===== src/rtl/bus_slave_mux.sv =====
// Routes one master access to one of eight slaves and returns the selected slave's read data.
// Optional macro BUS_TIMEOUT_EN adds a WAIT-cycle timeout that aborts the access with m_err.
`ifndef DATA_WIDTH
`define DATA_WIDTH 32
`endif
`ifndef CS_ENABLE
`define CS_ENABLE 1'b1
`endif

module bus_slave_mux #(
  parameter int unsigned TIMEOUT_CYCLES = 255
) (
  input  logic                   clk,
  input  logic                   reset,
  input  logic                   m_as,
  input  logic                   m_rw,
  input  logic                   s0_cs,
  input  logic                   s1_cs,
  input  logic                   s2_cs,
  input  logic                   s3_cs,
  input  logic                   s4_cs,
  input  logic                   s5_cs,
  input  logic                   s6_cs,
  input  logic                   s7_cs,
  input  logic                   s0_rdy,
  input  logic                   s1_rdy,
  input  logic                   s2_rdy,
  input  logic                   s3_rdy,
  input  logic                   s4_rdy,
  input  logic                   s5_rdy,
  input  logic                   s6_rdy,
  input  logic                   s7_rdy,
  input  logic [`DATA_WIDTH-1:0] s0_rd_data,
  input  logic [`DATA_WIDTH-1:0] s1_rd_data,
  input  logic [`DATA_WIDTH-1:0] s2_rd_data,
  input  logic [`DATA_WIDTH-1:0] s3_rd_data,
  input  logic [`DATA_WIDTH-1:0] s4_rd_data,
  input  logic [`DATA_WIDTH-1:0] s5_rd_data,
  input  logic [`DATA_WIDTH-1:0] s6_rd_data,
  input  logic [`DATA_WIDTH-1:0] s7_rd_data,
  output logic [`DATA_WIDTH-1:0] m_rd_data,
  output logic                   m_rdy,
  output logic                   m_err,
  output logic                   m_busy
);

  if (TIMEOUT_CYCLES == 0 || TIMEOUT_CYCLES > 1023) begin : gen_bad_timeout
    $error("TIMEOUT_CYCLES must be in 1..1023");
  end

  typedef enum logic [1:0] {StIdle, StWait, StResp} state_e;

  state_e                   state_q, state_d;
  logic [2:0]               idx_q, idx_d;
  logic                     rw_q, rw_d;
  logic [`DATA_WIDTH-1:0]   rd_data_q, rd_data_d;
  logic [7:0]               cs_vec;
  logic [7:0]               rdy_vec;
  logic [`DATA_WIDTH-1:0]   rd_data_arr [8];
  logic [2:0]               sel_idx;

`ifdef BUS_TIMEOUT_EN
  localparam logic [9:0] Limit = 10'(TIMEOUT_CYCLES);
  logic [9:0] cnt_q, cnt_d;
  logic       err_q, err_d;
`endif

  assign cs_vec  = {s7_cs, s6_cs, s5_cs, s4_cs, s3_cs, s2_cs, s1_cs, s0_cs};
  assign rdy_vec = {s7_rdy, s6_rdy, s5_rdy, s4_rdy, s3_rdy, s2_rdy, s1_rdy, s0_rdy};

  assign rd_data_arr[0] = s0_rd_data;
  assign rd_data_arr[1] = s1_rd_data;
  assign rd_data_arr[2] = s2_rd_data;
  assign rd_data_arr[3] = s3_rd_data;
  assign rd_data_arr[4] = s4_rd_data;
  assign rd_data_arr[5] = s5_rd_data;
  assign rd_data_arr[6] = s6_rd_data;
  assign rd_data_arr[7] = s7_rd_data;

  // Scan downwards so the lowest-numbered asserted select wins; none asserted falls to 7.
  always_comb begin
    sel_idx = 3'd7;
    for (int i = 7; i >= 0; i--) begin
      if (cs_vec[i] == `CS_ENABLE) sel_idx = 3'(i);
    end
  end

  always_comb begin
    state_d   = state_q;
    idx_d     = idx_q;
    rw_d      = rw_q;
    rd_data_d = rd_data_q;
`ifdef BUS_TIMEOUT_EN
    cnt_d     = cnt_q;
    err_d     = err_q;
`endif
    unique case (state_q)
      StIdle: begin
        if (m_as) begin
          idx_d   = sel_idx;
          rw_d    = m_rw;
`ifdef BUS_TIMEOUT_EN
          cnt_d   = '0;
`endif
          state_d = StWait;
        end
      end
      StWait: begin
        if (rdy_vec[idx_q]) begin
          rd_data_d = rw_q ? '0 : rd_data_arr[idx_q];
`ifdef BUS_TIMEOUT_EN
          err_d     = 1'b0;
`endif
          state_d   = StResp;
        end
`ifdef BUS_TIMEOUT_EN
        // rdy is checked first so a ready arriving on the limit cycle still succeeds.
        else if (cnt_q == Limit - 10'd1) begin
          cnt_d     = cnt_q + 10'd1;
          rd_data_d = '0;
          err_d     = 1'b1;
          state_d   = StResp;
        end else begin
          cnt_d = cnt_q + 10'd1;
        end
`endif
      end
      StResp: state_d = StIdle;
      default: state_d = StIdle;
    endcase
  end

  always_ff @(posedge clk or posedge reset) begin
    if (reset) begin
      state_q   <= StIdle;
      idx_q     <= '0;
      rw_q      <= 1'b0;
      rd_data_q <= '0;
`ifdef BUS_TIMEOUT_EN
      cnt_q     <= '0;
      err_q     <= 1'b0;
`endif
    end else begin
      state_q   <= state_d;
      idx_q     <= idx_d;
      rw_q      <= rw_d;
      rd_data_q <= rd_data_d;
`ifdef BUS_TIMEOUT_EN
      cnt_q     <= cnt_d;
      err_q     <= err_d;
`endif
    end
  end

  assign m_rd_data = rd_data_q;
  assign m_rdy     = (state_q == StResp);
  assign m_busy    = (state_q != StIdle);
`ifdef BUS_TIMEOUT_EN
  assign m_err     = m_rdy & err_q;
`else
  assign m_err     = 1'b0;
`endif

endmodule


===== config.mk =====
export PLATFORM = sky130hd
export DESIGN_NAME = bus_slave_mux
export DESIGN_NICKNAME = d
export VERILOG_FILES = /design/src/rtl/bus_slave_mux.sv
export SDC_FILE = /design/constraint.sdc
export NUM_CORES = 1
export LEC_CHECK = 0
export CORE_AREA = 2 2 122 124
export CTS_CLUSTER_DIAMETER = 30
export DETAILED_ROUTE_END_ITERATION = 8
export DIE_AREA = 0 0 124 126
export DONT_BUFFER_PORTS = 1
export GPL_TIMING_DRIVEN = 0
export PLACE_DENSITY_LB_ADDON = 0.1
export SLEW_MARGIN = 20
export SYNTH_ARGS = -nofsm -noshare
export SYNTH_HDL_FRONTEND = slang
export SYNTH_SLANG_ARGS = --single-unit
export TNS_END_PERCENT = 50

===== constraint.sdc =====
create_clock -name clk -period 1.6 [get_ports clk]
set_input_delay 0.32 -clock clk [delete_from_list [all_inputs] [get_ports clk]]
set_output_delay 0.32 -clock clk [all_outputs]
set_load 0.05 [all_outputs]

Word level (Yosys, flattened, before mapping)
Index checks and enable logic that the tools add are counted.

word-level totals
  bits in registers = 38
  bits in latches = 0
  memory bits (writable) = 0
  ROM bits = 0
  input bits = 276
  logic and storage cells = 32
  memories kept = 0

cells by class
  $add $sub $neg = 0
  multipliers = 0
  div/mod/pow operators = 0
  order comparisons = 2
  equality and inequality tests = 4
  shift operators = 0
  multiplexer cells = 16
  bitwise operators = 1
  reductions and logical operators = 5

operators with widths
  cell                                                                          number
  32-bit binary-select mux with 3-bit select                                    1
  32-bit 2-to-1 mux                                                             3
  3-bit 2-to-1 mux                                                              4
  2-bit 2-to-1 mux                                                              4
  2-bit AND reduction                                                           3
  4-bit greater-or-equal comparator, second input constant                      1
  3-bit by 4-bit less-than comparator with 1-bit output, second input constant  1
  2-bit != test, second input constant                                          2
  3-bit inverter with 4-bit output                                              1
  2-bit one-hot mux with 2 select lines                                         1
  1-bit binary-select mux with 3-bit select                                     1
  2-bit by 1-bit == test with 1-bit output, second input constant               1
  2-bit == test, second input constant                                          1
  2-bit zero test                                                               1
  1-bit 2-to-1 mux                                                              2
  2-bit nonzero test                                                            1

Depth between registers and ports, before layout
Gate-level depths: netlist of the first run.

  depth in word-level cells = 7
  depth in mapped cells = 7

Worst setup path after synthesis of the first run
OpenSTA, ideal clock, no wires.

  path kind = flip-flop to flip-flop
  start = reg idx_q[1]
  end = reg rd_data_q[6] (netlist: m_rd_data[6])
  setup time = 0.125 ns
  arrival = 1.600 ns
  setup slack = -0.125 ns
  stages on the path, launching flop included = 7
  path buffers = 2
  period minus slack after synthesis = 1.725 ns
  cell sequence = dfrtp_1 -> buf_2 -> buf_1 -> mux2_2 -> o22ai_1 -> nor3_1 -> mux2_2

between the ends
  word-level cells in the longest chain between the ends = 5
  elaborated cells between the ends (all ways) = 8

ends and longest elaborated chain
  what                                                    line  RTL
  start, declared                                         54    logic [2:0] idx_q, idx_d;
  start signal, assigned                                  145   idx_q <= idx_d;
  3-bit inverter with 4-bit output (implied by the code)  110   rd_data_d = rw_q ? '0 : rd_data_arr[idx_q];
  32-bit binary-select mux with 3-bit select              110
  32-bit 2-to-1 mux (implied by the code) (2 in a row)    110
  32-bit 2-to-1 mux                                       110
  end signal, assigned                                    147   rd_data_q <= rd_data_d;
  end, declared                                           56    logic [`DATA_WIDTH-1:0] rd_data_q, rd_data_d;

Parallel ways exist; a longest one is shown, timed or not. The select of a mux whose other input is x is not followed.
A chain may end at the register's enable or synchronous reset.

Worst setup path in the final report of the first run
  start = reg idx_q[0]
  end = reg rd_data_q[10] (netlist: m_rd_data[10])

The elaborated chain is that of the path after synthesis.

==> impl_metrics.toml, run 1 <==
[route]
postRouteAntennaNets = 0
drtIter0Drc = 134
dr.pass1.iters = 4
drt-wirelength-per-cell_um = 26.5
drt_wl_total_mm = 14.2
drc = 0
viasPerCell = 5.49
vias = 2944

[grt]
grt-busiest-layer = "met2"
overflow = 0
antenna_found_initial = 1
track_usage = 0.178
grt_max_degree = 23
grt_pass1_vias = 3267
grtUsageMet2 = 0.303
use_met3 = 0.0553
grt_pass1_wl_mm = 20.0
met1_usage = 0.220

[yosys]
ys_async_sr_fraction = 1.00
ys_types = 29
avgSynthCellArea_um2 = 11.1
yosysWarnings = 0
syn-cell-area_um2 = 3670
yosys.area.top_type = "mux2_2"
synthTopCellsByArea = "mux2_2 29%, dfrtp_1 26%, mux4_2 20%, o22ai_1 5.5%, nor3_1 4.5%"
ys_seq_elements = 38
synth-main-ff-cell = "dfrtp_1"
postSynthCellCount = 332
synth_edf_count = 0
yosysTopAreaCellShare = 0.294
ys_seq_area_frac = 0.259
syn-num-nets = 608

[sta]
maxSlewViolCount = 0
finalHoldViolCount = 0
max_freq_ghz = 0.540
setup_slack_ns = -0.251
max_slew_margin = 0.569
fin_skew_ns = 0.00494
setup_viol = 32
hold_ws_ns = 0.120
period_share = 1.16
finalCriticalPeriod_ns = 1.85
rsz0062_at_grt = "true"
tightest_slew_ns = 0.646

[clock_network]
clock-sinks = 38
clkTransAtPathRegs_ns = 0.06
clockRootBuffer = "clkbuf_16"
clkLatencyLatePin_ns = 0.29
tritoncts = "built"
cts_max_level = 2
cts_buffers = 5
cts_buffer_depth = 2

[worst_hold_path]
min_path_type = "primary input to register"

[worst_setup_path]
crit_chain = "buf_12 > buf_12 > mux4_2 > nor2_1 > nor3_1 > mux2_2"
crit_path_start_kind = "register"
path_class = "register to register"
worst_path_most_repeated_cell = "buf_12"
endpoint_kind = "register"
crit_path_max_fanout = 7
worst_ep_required_time_ns = 1.78
critPathMaxStageDelay_ns = 0.50
arrival_ns = 2.03
crit_slowest_cell = "mux4_2"
path_buf_inv = 2
path_delay_family = "multiplexers"

[finish]
postLayoutCellArea_um2 = 4430
fin_nets = 626
area_growth_pct = 20.6
final_util = 0.309
layout_commonest_cell = "mux2_2"
final_cell_mix = "96 x mux2_2, 37 x dfrtp_1, 33 x nor3_1"
drive_above_1_share = 0.536

[die]
start_util = 0.256
dieWidth_um = 124
die_area_um2 = 15600
io_pins = 311
die_h_um = 126
rows = 44
coreArea_um2 = 14300

[status]
status = "finished, violations left"
violations = "setup timing"

[power]
ir_drop_mv = 0.695
p_leak_nw = 1.64
finalPower_mw = 9.50
p_per_area_nw_per_um2 = 2150

[placed_design]
place.gp.congestion = 0.739
dp_hpwl_mm = 11.2
place_area_um2 = 3940
place.port_buffers = 0

[run]
cap_violations = 0
area by class of cell:
type	instances	area, µm²
tap	184	230
clock buffer	5	125
clock inverter	3	45.0
multi-input combinational	257	2570
buffer	33	319
sequential	38	952
inverter	4	15.0
timing repair buffer	11	168
fill	1510	9890
antenna	1	2.50
power breakdown:
| group | leakage (nW) | internal [mW] | switching, mW |
|---|---|---|---|
| combinational | 1.08 | 2.99 | 2.41 |
| sequential | 0.482 | 1.36 | 1.56 |
| clock | 0.0760 | 0.736 | 0.434 |
| total | 1.64 | 5.09 | 4.41 |
path summary, 6_finish.rpt:
check                                 to  depth (start not counted)        from  slack (ns)
max                        m_rd_data[10]                          6    idx_q[0]       -0.25
max reg2reg                m_rd_data[10]                          6    idx_q[0]       -0.25
max in group asynchronous       idx_q[0]                          3       reset        0.65
min in group asynchronous  m_rd_data[16]                          2       reset        0.47
min reg2reg                   state_q[0]                          1  state_q[1]        0.49
min                             idx_q[0]                          1       s0_cs        0.12
registers in the layout, indices dropped and copies added, names as in the netlist:
signal / count
state_q: 2
m_rd_data: 32
idx_q: 3
rw_q: 1
worst register-to-register path, stage by stage, from the launching register on:
cell and delay [ns]:
dfrtp_2 0.44, buf_12 0.19, buf_12 0.14, mux4_2 0.50, nor2_1 0.12, nor3_1 0.07, mux2_2 0.28
synthesized netlist by cell type (2+ instances only):
cell type  instances
buf_1              3
o22ai_1           32
nand2_1            6
nor2_1            36
nor2b_1            3
dfrtp_1           38
buf_6              6
mux2i_1            3
mux2_1             2
buf_2             16
mux2_2            96
nand3b_1           2
clkbuf_1           7
nor3_1            33
mux4_2            32
inv_1              4
per-layer routing:
metal,up-vias,part of all wire
met2,182,0.50
li1,1318,-
met3,15,0.087
met4,2,0.014
met1,1427,0.40
met5,-,0.00092
metrics by stage:
step,instances,worst slack [ns],TNS [ns]
5_1_grt,535,-0.346,-10.46
6_report,536,-0.251,-7.22
3_5_place_dp,517,-0.534,-13.27
4_1_cts,533,-0.271,-8.15
3_3_place_gp,516,-0.525,-21.37
2_1_floorplan,332,-0.0965,-1.78
kinds of logic (layout without fill, tap and decap cells):
group,count (synthesis),after routing,share of synthesized area
multiplexers,133,133,0.505
AND/OR/NAND/NOR,84,84,0.108
AO/OA/AOI/OAI,39,39,0.0699
flip-flops,38,38,0.259
buffers and inverters,37,56,0.0566
other,1,2,0.00102
timing repair:
action	4_1_cts	5_1_grt
endpoints found under the setup margin	35	34
hold buffers	1	0
pin swaps	1	1
hold endpoints to repair	16	0
gates resized for setup	43	9
gates cloned	2	1
buffers inserted	5	1
(Power assumes the default switching activity.)
==> inputs of run 2 (changes only) <==
--- a/config.mk
+++ b/config.mk
@@ -12,6 +12,7 @@
 export DONT_BUFFER_PORTS = 1
 export GPL_TIMING_DRIVEN = 0
 export PLACE_DENSITY_LB_ADDON = 0.1
+export SKIP_CTS_REPAIR_TIMING = 1
 export SLEW_MARGIN = 20
 export SYNTH_ARGS = -nofsm -noshare
 export SYNTH_HDL_FRONTEND = slang
==> run 2 against run 1 <==
Compared with the run above: the flow still finishes with violations (setup timing); hold slack about the same; global-route usage decreased by 0.35 points; cell count decreased by 0.37%; sequential cell count unchanged; critical path depth unchanged; setup slack improved by 0.029 ns; first-iteration DRC count decreased by 16%; die area unchanged; sequential share of layout area increased by 0.57 points; cell area decreased by 2.6%; non-clock buffer count decreased by 2; via count decreased by 0.95%; critical endpoint is now m_rd_data[15].
==> impl_metrics.toml, run 2 (synthesis results as in run 1) <==
[die]
die_h_um = 126
start_util = 0.256
dieWidth_um = 124
die_area_um2 = 15600
coreArea_um2 = 14300
io_pins = 311
rows = 44

[clock_network]
cts_max_level = 2
cts_buffer_depth = 2
clockRootBuffer = "clkbuf_16"
clkLatencyLatePin_ns = 0.29
tritoncts = "built"
cts_buffers = 5
clkTransAtPathRegs_ns = 0.06
clock-sinks = 38

[worst_setup_path]
critPathMaxStageDelay_ns = 0.44
path_class = "register to register"
crit_path_max_fanout = 10
path_buf_inv = 2
path_delay_family = "multiplexers"
crit_slowest_cell = "dfrtp_2"
crit_chain = "buf_4 > mux2_2 > a2bb2oi_2 > nand4_4 > buf_8 > mux2_1"
arrival_ns = 2.00
crit_path_start_kind = "register"
endpoint_kind = "register"
worst_ep_required_time_ns = 1.77

[status]
status = "finished, violations left"
violations = "setup timing"

[finish]
fillers = 1515
largest_reg_flops = 32
final_cell_mix = "96 x mux2_2, 37 x dfrtp_1, 34 x nor2_1"
fin_nets = 624
area_growth_pct = 17.5
drive_above_1_share = 0.527
layout_commonest_cell = "mux2_2"

[grt]
met1_usage = 0.216
antenna_found_initial = 1
grt_pass1_vias = 3236
overflow = 0
track_usage = 0.174
grtUsageMet2 = 0.297
grt_max_degree = 23
grt-busiest-layer = "met2"
use_met3 = 0.0553
grt_pass1_wl_mm = 19.6

[power]
p_per_area_nw_per_um2 = 2120
ir_drop_mv = 0.724
p_leak_nw = 1.60

[placed_design]
place.gp.congestion = 0.739
place.port_buffers = 0
dp_hpwl_mm = 11.2
place_ws_ns = -0.534

[route]
drt-wirelength-per-cell_um = 26.0
vias = 2916
viasPerCell = 5.46
postRouteAntennaNets = 0
dr.pass1.iters = 4
drt_wl_total_mm = 13.9
drc = 0
drtIter0Drc = 113

[sta]
setup_slack_ns = -0.223
hold_ws_ns = 0.120
max_slew_margin = 0.608
finalHoldViolCount = 0
rsz0062_at_grt = "true"
tightest_slew_ns = 0.588
finalCriticalPeriod_ns = 1.82
max_freq_ghz = 0.549
maxSlewViolCount = 0
fin_skew_ns = 0.00547
setup_viol = 32
period_share = 1.14

[worst_hold_path]
min_path_type = "primary input to register"

[run]
cap_violations = 0
[run 2: metal layers]
| metal | share of wire | vias up |
|---|---|---|
| li1 | - | 1313 |
| met1 | 0.40 | 1416 |
| met2 | 0.50 | 172 |
| met3 | 0.080 | 13 |
| met4 | 0.014 | 2 |
| met5 | 0.00094 | - |
[run 2: worst paths after layout]
kind,cells past startpoint,start,slack [ns],end
worst max-delay path,6,idx_q[0],-0.22,m_rd_data[15]
min in group asynchronous,2,reset,0.48,m_rd_data[16]
worst max register to register,6,idx_q[0],-0.22,m_rd_data[15]
worst min-delay path,1,s0_cs,0.12,idx_q[0]
max in group asynchronous,3,reset,0.65,idx_q[0]
worst min register to register,1,state_q[1],0.48,state_q[0]
[run 2: through the flow]
step	cell area, µm²	power, mW	utilization	setup TNS [ns]	std cells
after floorplan	3690	6.65	-	-1.78	332
after detailed placement	3940	7.75	0.275	-13.27	517
after CTS	4110	8.97	0.287	-14.06	525
after global placement	3920	7.67	0.274	-21.37	516
after global routing	4310	9.80	0.301	-9.73	533
final	4310	9.16	0.301	-6.54	534
[run 2: final cells by class]
type | instances | area, µm² | share of cell area
antenna | 1 | 2.50 | 0.000580
buffer | 33 | 298 | 0.0690
clock buffer | 5 | 125 | 0.0290
clock inverter | 3 | 45.0 | 0.0104
inverter | 4 | 15.0 | 0.00348
multi-input combinational | 257 | 2560 | 0.594
sequential | 38 | 952 | 0.221
tap | 184 | 230 | 0.0534
timing repair buffer | 9 | 82.6 | 0.0191
[run 2: where the power goes]
part,switching [mW],internal (mW)
Sequential,1.56,1.36
Clock,0.436,0.736
Combinational,2.31,2.76
Total,4.31,4.86
==> inputs of run 3 (changes only) <==
--- a/config.mk
+++ b/config.mk
@@ -11,7 +11,6 @@
 export DIE_AREA = 0 0 124 126
 export DONT_BUFFER_PORTS = 1
 export GPL_TIMING_DRIVEN = 0
-export PLACE_DENSITY_LB_ADDON = 0.1
 export SKIP_CTS_REPAIR_TIMING = 1
 export SLEW_MARGIN = 20
 export SYNTH_ARGS = -nofsm -noshare
==> run 3 against run 2 <==
Compared with the run above: the run still ends with setup timing left; combinational power hardly changed; cell area is 0.38% lower; non-clock buffer count is 3 lower; sequential power hardly changed; critical path depth stayed put; cell count is 0.56% lower; clock power is 19% higher; wire length is 4.2% higher; maximum frequency is 0.37% lower; setup slack worse by 0.0067 ns; critical path type unchanged.
==> impl_metrics.toml, run 3 (synthesis results as in run 1) <==
[status]
status = "finished, violations left"
violations = "setup timing"

[route]
drt-wirelength-per-cell_um = 27.2
vias = 3051
drt_wl_total_mm = 14.4
postRouteAntennaNets = 0
viasPerCell = 5.75
drc = 0
dr.pass1.iters = 4
drtIter0Drc = 132

[placed_design]
place_ws_ns = -0.561
place.gp.congestion = 0.897
place.port_buffers = 0
dp_hpwl_mm = 11.7

[sta]
finalCriticalPeriod_ns = 1.83
rsz0062_at_grt = "true"
max_freq_ghz = 0.547
setup_tns_ns = -6.48
finalHoldViolCount = 0
max_slew_margin = 0.362
period_share = 1.14
hold_ws_ns = 0.112
maxSlewViolCount = 0
fin_skew_ns = 0.00290
setup_slack_ns = -0.229
setup_viol = 33
tightest_slew_ns = 0.955

[power]
p_per_area_nw_per_um2 = 2180
p_leak_nw = 1.59
ir_drop_mv = 0.703

[clock_network]
clkTransAtPathRegs_ns = 0.06
tritoncts = "built"
cts_max_level = 2
clkLatencyLatePin_ns = 0.30
clockRootBuffer = "clkbuf_16"
cts_buffers = 5
cts_buffer_depth = 2
clock-sinks = 38

[worst_setup_path]
endpoint_kind = "register"
path_class = "register to register"
crit_path_max_fanout = 10
worst_ep_required_time_ns = 1.78
crit_path_start_kind = "register"
arrival_ns = 2.01

[die]
start_util = 0.256
rows = 44
die_h_um = 126
die_area_um2 = 15600
dieWidth_um = 124
io_pins = 311
coreArea_um2 = 14300

[grt]
grt_max_degree = 21
grt_pass1_vias = 3245
met1_usage = 0.229
grt_pass1_wl_mm = 20.0
use_met3 = 0.0593
grt-busiest-layer = "met2"
track_usage = 0.179
antenna_found_initial = 2
grtUsageMet2 = 0.296
overflow = 0

[finish]
fin_nets = 621
drive_above_1_share = 0.514
final_cell_mix = "96 x mux2_2, 37 x dfrtp_1, 33 x nor2_1, 33 x nor3_1"
final_util = 0.300
area_growth_pct = 17.0
layout_commonest_cell = "mux2_2"
largest_reg_flops = 32

[run]
cap_violations = 0

[worst_hold_path]
min_path_type = "primary input to register"
run 3: power by group:
part	internal (mW)	total [mW]	switching (mW)
sequential	1.36	2.92	1.56
clock	0.938	1.39	0.452
combinational	2.73	5.04	2.31
run 3: cell type report:
class	count	area, µm²
inverter	4	15.0
tap	184	230
multi-input combinational	257	2540
buffer	33	295
clock inverter	2	60.1
sequential	38	952
fill	1496	10000
clock buffer	6	139
timing repair buffer	6	60.1
antenna	1	2.50
run 3: stage by stage:
step                power (mW)  area (µm²)  cells
floorplan                 6.65        3690    332
global placement          7.57        3920    516
detailed placement        7.72        3940    517
CTS                       9.14        4140    525
global route              9.90        4300    531
finish                    9.35        4300    531
run 3: per-layer routing:
layer	part of all wire	wire, µm
met5	0.0011	16
met4	0.0073	106
met3	0.080	1150
met2	0.51	7320
met1	0.40	5840
run 3: critical path, cell delays in order (launching register included):
cell,delay [ns]
dfrtp_2,0.42
buf_12,0.17
buf_12,0.16
mux4_2,0.50
nor2_1,0.10
nor3_1,0.07
mux2_2,0.29
run 3: final timing paths:
| kind | startpoint | endpoint | slack (ns) | cells past startpoint |
|---|---|---|---|---|
| hold / removal | s0_cs | idx_q[0] | 0.11 | 1 |
| setup / recovery | idx_q[0] | m_rd_data[7] | -0.23 | 6 |
| min in group asynchronous | reset | m_rd_data[20] | 0.51 | 2 |
| setup reg to reg | idx_q[0] | m_rd_data[7] | -0.23 | 6 |
| max in group asynchronous | reset | m_rd_data[31] | 0.60 | 3 |
| hold reg to reg | state_q[1] | state_q[0] | 0.49 | 1 |
